===== src/rtl/sqrl_uart_rx_ctrl_pkg.sv =====
// ============================================================================
// Module  : sqrl_uart_rx_ctrl_pkg
// Brief   : Shared UART state encodings and frame geometry (rx and tx).
// Revision: 1.0 - initial release
// ============================================================================
`default_nettype none

package sqrl_uart_rx_ctrl_pkg;

  localparam int unsigned c_uart_data_bits = 8;
  localparam int unsigned c_bit_idx_w      = $clog2(c_uart_data_bits);

  localparam logic [2:0] c_st_idle  = 3'd0;
  localparam logic [2:0] c_st_start = 3'd1;
  localparam logic [2:0] c_st_data  = 3'd2;
  localparam logic [2:0] c_st_stop  = 3'd3;
  localparam logic [2:0] c_st_break = 3'd4;

endpackage

`default_nettype wire


===== src/rtl/sqrl_uart_rx_ctrl_baud_tick.sv =====
// ============================================================================
// Module  : sqrl_uart_baud_tick
// Brief   : Baud counter producing half-bit and full-bit centre strobes.
// Revision: 1.0 - initial release
// ============================================================================
`default_nettype none

module sqrl_uart_baud_tick #(
  parameter int unsigned CLKS_PER_BIT = 868,
  parameter int unsigned CNT_W        = 16
) (
  input  logic clk,
  input  logic reset,
  input  logic clear,
  input  logic en,
  output logic half_tick,
  output logic full_tick
);

  localparam logic [CNT_W-1:0] c_half_last = CNT_W'(CLKS_PER_BIT / 2 - 1);
  localparam logic [CNT_W-1:0] c_full_last = CNT_W'(CLKS_PER_BIT - 1);

  logic [CNT_W-1:0] r_cnt;

  // clear wins over en so the owner can restart timing on the strobe cycle
  always_ff @(posedge clk) begin
    if (reset) begin
      r_cnt <= '0;
    end else if (clear) begin
      r_cnt <= '0;
    end else if (en) begin
      r_cnt <= r_cnt + CNT_W'(1);
    end
  end

  assign half_tick = en && (r_cnt == c_half_last);
  assign full_tick = en && (r_cnt == c_full_last);

endmodule

`default_nettype wire


===== src/rtl/sqrl_uart_rx_ctrl.sv =====
// ============================================================================
// Module  : sqrl_uart_rx_ctrl
// Brief   : 8N1 UART receive sequencer with valid/ready byte output.
// Revision: 1.0 - initial release
// ============================================================================
`default_nettype none

module sqrl_uart_rx_ctrl
  import sqrl_uart_rx_ctrl_pkg::*;
#(
  parameter int unsigned CLKS_PER_BIT = 868,
  parameter int unsigned CNT_W        = 16
) (
  input  logic       clk,
  input  logic       reset,
  input  logic       rx,
  output logic [7:0] rx_data,
  output logic       rx_valid,
  input  logic       rx_ready,
  output logic       frame_err,
  output logic       overrun,
  output logic       busy
);

  localparam logic [c_bit_idx_w-1:0] c_last_bit = c_bit_idx_w'(c_uart_data_bits - 1);

  logic [2:0]                  r_state;
  logic [c_bit_idx_w-1:0]      r_bit_idx;
  logic [c_uart_data_bits-1:0] r_shift;
  logic [7:0]                  r_rx_data;
  logic                        r_rx_valid;
  logic                        r_frame_err;
  logic                        r_overrun;

  logic w_half_tick;
  logic w_full_tick;
  logic w_cnt_en;
  logic w_cnt_clear;
  logic w_deliver;
  logic w_accept;

  assign w_cnt_en = (r_state == c_st_start) || (r_state == c_st_data) ||
                    (r_state == c_st_stop);

  // Counter restarts from zero after every sampling point it produced
  assign w_cnt_clear = (r_state == c_st_idle) || (r_state == c_st_break) ||
                       ((r_state == c_st_start) && w_half_tick) ||
                       (((r_state == c_st_data) || (r_state == c_st_stop)) && w_full_tick);

  assign w_deliver = (r_state == c_st_stop) && w_full_tick && rx;
  assign w_accept  = r_rx_valid && rx_ready;

  sqrl_uart_baud_tick #(
    .CLKS_PER_BIT (CLKS_PER_BIT),
    .CNT_W        (CNT_W)
  ) u_baud_tick (
    .clk       (clk),
    .reset     (reset),
    .clear     (w_cnt_clear),
    .en        (w_cnt_en),
    .half_tick (w_half_tick),
    .full_tick (w_full_tick)
  );

  always_ff @(posedge clk) begin
    if (reset) begin
      r_state   <= c_st_idle;
      r_bit_idx <= '0;
      r_shift   <= '0;
    end else begin
      case (r_state)
        c_st_idle: begin
          if (!rx) r_state <= c_st_start;
        end
        c_st_start: begin
          if (w_half_tick) begin
            r_state   <= rx ? c_st_idle : c_st_data;
            r_bit_idx <= '0;
          end
        end
        c_st_data: begin
          if (w_full_tick) begin
            r_shift[r_bit_idx] <= rx;
            if (r_bit_idx == c_last_bit) begin
              r_state <= c_st_stop;
            end else begin
              r_bit_idx <= r_bit_idx + c_bit_idx_w'(1);
            end
          end
        end
        c_st_stop: begin
          if (w_full_tick) r_state <= rx ? c_st_idle : c_st_break;
        end
        c_st_break: begin
          if (rx) r_state <= c_st_idle;
        end
        default: r_state <= c_st_idle;
      endcase
    end
  end

  // Output holding register: a new byte replaces the old only if the old one
  // is gone or is being consumed in this very cycle.
  always_ff @(posedge clk) begin
    if (reset) begin
      r_rx_data   <= '0;
      r_rx_valid  <= 1'b0;
      r_frame_err <= 1'b0;
      r_overrun   <= 1'b0;
    end else begin
      r_frame_err <= (r_state == c_st_stop) && w_full_tick && !rx;
      r_overrun   <= 1'b0;
      if (w_deliver) begin
        if (!r_rx_valid || rx_ready) begin
          r_rx_data  <= r_shift;
          r_rx_valid <= 1'b1;
        end else begin
          r_overrun <= 1'b1;
        end
      end else if (w_accept) begin
        r_rx_valid <= 1'b0;
      end
    end
  end

  assign rx_data   = r_rx_data;
  assign rx_valid  = r_rx_valid;
  assign frame_err = r_frame_err;
  assign overrun   = r_overrun;
  assign busy      = (r_state != c_st_idle);

endmodule

`default_nettype wire

===== config.mk =====
export PLATFORM = sky130hd
export DESIGN_NAME = sqrl_uart_rx_ctrl
export DESIGN_NICKNAME = d
export VERILOG_FILES = /design/src/rtl/sqrl_uart_rx_ctrl_pkg.sv /design/src/rtl/sqrl_uart_rx_ctrl_baud_tick.sv /design/src/rtl/sqrl_uart_rx_ctrl.sv
export SDC_FILE = /design/constraint.sdc
export NUM_CORES = 1
export LEC_CHECK = 0
export CAP_MARGIN = 5
export CELL_PAD_IN_SITES_DETAIL_PLACEMENT = 1
export CELL_PAD_IN_SITES_GLOBAL_PLACEMENT = 1
export CORE_AREA = 2 2 65 79
export DETAILED_ROUTE_END_ITERATION = 12
export DIE_AREA = 0 0 67 81
export PLACE_DENSITY_LB_ADDON = 0.1
export SYNTH_ARGS = -nofsm -noshare
export SYNTH_HDL_FRONTEND = slang
export SYNTH_SLANG_ARGS = --single-unit

===== constraint.sdc =====
create_clock -name clk -period 2.7 [get_ports clk]
set_clock_uncertainty 0.1 [all_clocks]
set_input_delay 0.54 -clock clk [delete_from_list [all_inputs] [get_ports clk]]
set_output_delay 0.54 -clock clk [all_outputs]
set_load 0.02 [all_outputs]

* After elaboration in Yosys (flattened, before gate mapping)
Index checks and enable logic that the tools add are counted.
** Storage, ports and cells
- Logic and storage cells :: 77
- Register bits :: 41
- Output and inout bits :: 12
- Bits of input ports :: 4
** Operators by class
- Bitwise operators :: 1
- $add $sub $neg :: 2
- Eq/ne operators :: 15
- Mux-type cells :: 20
- Magnitude comparators :: 2
- Reduce and logical (&&, ||, !) cells :: 29
** Operators with widths (count)
- $mux 3 :: 10
- $add 16x1->16 const B :: 1
- $eq 16x10->1 const B :: 1
- $eq 16x9->1 const B :: 1
- $pmux 3 s5 :: 1
- $ne 2x2->1 const B :: 6
- $logic_and 1x1->1 :: 9
- $bwmux 8 :: 1
- $logic_or 1x1->1 :: 7
- $eq 3x2->1 const B :: 2
- $eq 3x3->1 const B :: 2
- $pmux 3 s2 :: 1
- $reduce_and 2->1 :: 3
- $reduce_and 6->1 :: 1
- $mux 1 :: 5
- $lt 3x4->1 const B :: 1
- $ne 2x1->1 const B :: 2
- $reduce_and 4->1 :: 1
- $reduce_bool 2->1 :: 2
- $reduce_or 2->1 :: 2
- $add 3x1->3 const B :: 1
- $demux 1 s3 :: 1
- $eq 3x1->1 const B :: 1
- $ge 3x1->1 const B :: 1
- 5 further kinds :: 6

* Depth between registers and ports, before layout
- Word-level depth :: 8
- Gate-level depth with buffers :: 8
- Depth with buffers taken out :: 7

* Cells and area by module
Synthesis repeated with hierarchy kept, for this count alone.
** Unflattened totals
- Cell total of the unflattened synthesis :: 216
- Area, all modules :: 2073.2 um2
** By module, submodules not included
- sqrl_uart_rx_ctrl :: seq. area each 500.5 um2, area each 1221.2 um2, cells each 118, times used 1
- sqrl_uart_baud_tick :: seq. area each 320.3 um2, area each 852.1 um2, cells each 98, times used 1

* Least setup slack after synthesis
No wires, ideal clock.
- Path type :: reg-to-reg
- From :: reg u_baud_tick.r_cnt[2]
- To :: reg r_rx_data[0] (netlist: rx_data[0])
- Path buffers :: 0
- Slack :: 0.679 ns
- Data required time :: 2.472 ns
- Arrival :: 1.794 ns
- Stages on the path, launching flop included :: 6
- Cells stage by stage :: dfxtp_1 or4_1 nor4_4 nand3_2 mux2i_1 nor2_1
** On the way
- Word-level cells in the longest chain between the ends :: 5
** Ends and longest elaborated chain
- start: declaration :: RTL line sqrl_uart_rx_ctrl_baud_tick.sv:23 : logic [CNT_W-1:0] r_cnt;
- start signal: assignment :: RTL line sqrl_uart_rx_ctrl_baud_tick.sv:32 : r_cnt <= r_cnt + CNT_W'(1);
- $eq 16x10->1 :: RTL line sqrl_uart_rx_ctrl_baud_tick.sv:37 : assign full_tick = en && (r_cnt == c_full_last);
- $logic_and 1x1->1 :: RTL line sqrl_uart_rx_ctrl_baud_tick.sv:37
- $logic_and 1x1->1 (2 in series) :: RTL line sqrl_uart_rx_ctrl.sv:50 : assign w_deliver = (r_state == c_st_stop) && w_full_tick && rx;
- $reduce_and 2->1 (no source line)
- end signal: assignment :: RTL line sqrl_uart_rx_ctrl.sv:115 : r_rx_data <= r_shift;
- end: declaration :: RTL line sqrl_uart_rx_ctrl.sv:30 : logic [7:0] r_rx_data;
No other way between the ends.
A chain may end at the register's enable or synchronous reset.

* Worst setup path after layout
- From :: reg r_state[2]
- To :: out busy
** On the way
- Word-level cells in the longest chain between the ends :: 1
** Ends and longest elaborated chain
- start: declaration :: RTL line sqrl_uart_rx_ctrl.sv:27 : logic [2:0] r_state;
- start signal: assignment :: RTL line sqrl_uart_rx_ctrl.sv:67 : r_state <= c_st_idle;
- start signal: assignment :: RTL line sqrl_uart_rx_ctrl.sv:73 : if (!rx) r_state <= c_st_start;
- start signal: assignment :: RTL line sqrl_uart_rx_ctrl.sv:77 : r_state <= rx ? c_st_idle : c_st_data;
- $reduce_bool 3->1 :: RTL line sqrl_uart_rx_ctrl.sv:130 : assign busy = (r_state != c_st_idle);
- end: declaration :: RTL line sqrl_uart_rx_ctrl.sv:22 : output logic busy
No other way between the ends.

==> results_dict.tcl <==
set metrics [dict create \
    p_leak_nw 0.889 \
    die_area_um2 5430 \
    min_path_type "reg2reg" \
    mostFrequentLayoutCell "nor2_1" \
    cts_buffers 5 \
    critPathLaunch "r_state[2]" \
    synthDistinctLibCells 48 \
    start_kind "flip-flop" \
    initialDrtViolationCount 67 \
    grt_pass1_vias 1673 \
    clk_pin_slew_ns 0.09 \
    drv_cap 0 \
    hold_buffers 0 \
    wl_met3_um 89 \
    drt-wirelength-per-cell_um 15.8 \
    ys_warn_count 0 \
    postCtsSetupRepairBufs 0 \
    detail-route-antenna-nets 0 \
    wirelength_um 4710 \
    grt_start_max_net_pins 19 \
    syn_avg_cell_area_um2 8.94 \
    reg2reg_from "u_baud_tick.r_cnt[6]" \
    fillCellCount 591 \
    required_ns 2.06 \
    via_count 1586 \
    mostFrequentLayoutCells "nor2_1, dfxtp_1, mux2i_1" \
    netlist_area_um2 1950 \
    min_period_ns 2.38 \
    die_h_um 81 \
    initial_utilization_pct 40.9 \
    grt_antenna_before_repair 0 \
    drive_gt1_share_pct 10.9 \
    critPathKind "reg2out" \
    drv_slew 0 \
    hold_start "r_shift[1]" \
    yosysSeqAreaShare_pct 42.1 \
    fin_util_pct 47.9 \
    rows 28 \
    max_freq_mhz 420 \
    diodes 0 \
    rr_endpoint "rx_data[7]" \
    hold_viol_final 0 \
    wl_met1_um 2000 \
    cts_tree "yes" \
    top_layer "met4" \
    slew_headroom_pct 66.5 \
    clockBufferDepth 2 \
    cts_root_buffer "clkbuf_8" \
    fp.dieW_um 67 \
    place_area_um2 2170 \
    groute.usage.overall_pct 19.4 \
    syn_nets 226 \
    ir_worst_vdd_mv 0.326 \
    arrival_ns 1.74 \
    setup_tns_ns 0 \
    synth_top_area_cell "dfxtp_1" \
    cp_max_fo 15 \
    power.density_nw_per_um2 519 \
    grt_pass1_wl_um 7930 \
    hold_end "rx_data[1]" \
    grt_overflow 0 \
    ctsResizeCount 0 \
    gp_congestion 0.762 \
    rsz0062_at_grt "no" \
    rr_worst_depth 5 \
    ys_seq_elements 41 \
    area_delta_synth_final_pct 17.1 \
    status "finished clean" \
    r2r_setup_slack_ns 0.35 \
    worstMarginPinSlew_ns 0.498 \
    io_pins 16 \
    io_buffers 15 \
    viasPerCell 5.32 \
    critPathCaptureType "output pin" \
    wl_met2_um 2540 \
    design_area_um2 2280 \
    ys_top_cells_by_area "dfxtp_1, nor2_1, mux2i_1" \
    dr.pass1.iters 4 \
    hold_depth 2 \
    synth_top_area_share_pct 42.1 \
    core_area_um2 4760 \
    period_share_pct 88.1 \
    clock-sinks 41 \
    nNetsFinal 245 \
    route.detailed.drc 0 \
    place_hpwl_um 3480 \
    synth_cells 218 \
    setup_violations 0 \
    htreeDepth 2 \
    clk_latency_ns 0.30 \
]
-- report_power, final --
| part | leakage, nW | total, W | internal (W) | switching [W] |
|---|---|---|---|---|
| clock | 0.0543 | 0.000506 | 0.000277 | 0.000229 |
| sequential | 0.331 | 0.000615 | 0.000607 | 0.00000778 |
| combinational | 0.504 | 0.0000633 | 0.0000259 | 0.0000374 |
-- critical path, cell delays in order, from the launching register on --
cell,delay [ns]
dfxtp_1,0.45
or3_1,0.43
clkdlybuf4s50_1,0.56
-- cells by family (layout without fill, tap and decap cells) --
family	Yosys count	in the layout	share of synthesized area, %
AO/OA/AOI/OAI	18	18	6.42
adder cells (fa/ha/maj)	4	4	2.57
flip-flops	41	41	42.1
XOR/XNOR	14	14	6.29
buffers and inverters	11	31	2.89
multiplexers	17	17	8.79
AND/OR/NAND/NOR	113	113	30.9
-- per-stage QoR --
step           worst slack [ns]  power [W]  std cells  hold slack, ns
3_3_place_gp              0.468   0.000690        290           0.372
2_1_floorplan             0.679   0.000669        218           0.360
5_1_grt                   0.154    0.00123        298           0.447
6_report                  0.320    0.00118        298           0.403
4_1_cts                   0.301    0.00120        298           0.414
3_5_place_dp              0.335   0.000693        290           0.393
-- cells in the mapped netlist, drive strengths merged --
cell and n:
o21ai 4, or4bb 1, a31oi 1, a21boi 2, mux2i 16, a21oi 3
or3b 3, nand3 15, nor2 44, o22ai 1, nand4 5, buf 5
a211oi 2, a32oi 1, o2bb2ai 2, xnor2 3, o22a 1, nand2 15
or3 2, nor3b 1, o21bai 1, nand4b 3, and2 2, or2 1
dfxtp 41, and4 1, and3 4, nand3b 3, xor2 11, or4 2
nor3 4, nor4 4, ha 4, clkbuf 3, nand2b 1, nor2b 2
mux2 1, inv 3
-- flip-flops by register name, summed over array words and instances, names as in the netlist --
signal             cells
r_bit_idx              3
frame_err              1
r_shift                8
overrun                1
rx_data                8
u_baud_tick.r_cnt     16
r_state                3
rx_valid               1
-- cell type report --
cell class	instances	area (um^2)	area share [%]
repair buffers	20	188	8.22
multi-input cells	166	1070	47.0
inverters	3	11.3	0.493
clock inverters	3	46.3	2.03
well taps	60	75.1	3.29
flip-flops and latches	41	821	36.0
clock buffers	5	68.8	3.02
-- how the worst max path moves through the flow --
stage / end / slack [ns] / depth (start not counted)
2_1_floorplan: rx_data[0] / 0.68 / 5
3_3_place_gp: rx_data[3] / 0.47 / 5
3_5_place_dp: rx_data[7] / 0.33 / 5
4_1_cts: busy / 0.30 / 2
5_1_grt: rx_data[7] / 0.15 / 5
6_report: busy / 0.32 / 2
-- routing by layer --
| layer | track usage [%] | vias up |
|---|---|---|
| met5 | 0 | - |
| met4 | 7.14 | 0 |
| met3 | 3.88 | 7 |
| met2 | 34.7 | 14 |
| met1 | 22.7 | 765 |
| li1 | - | 800 |
No activity file was read; power rests on OpenSTA's default activity.
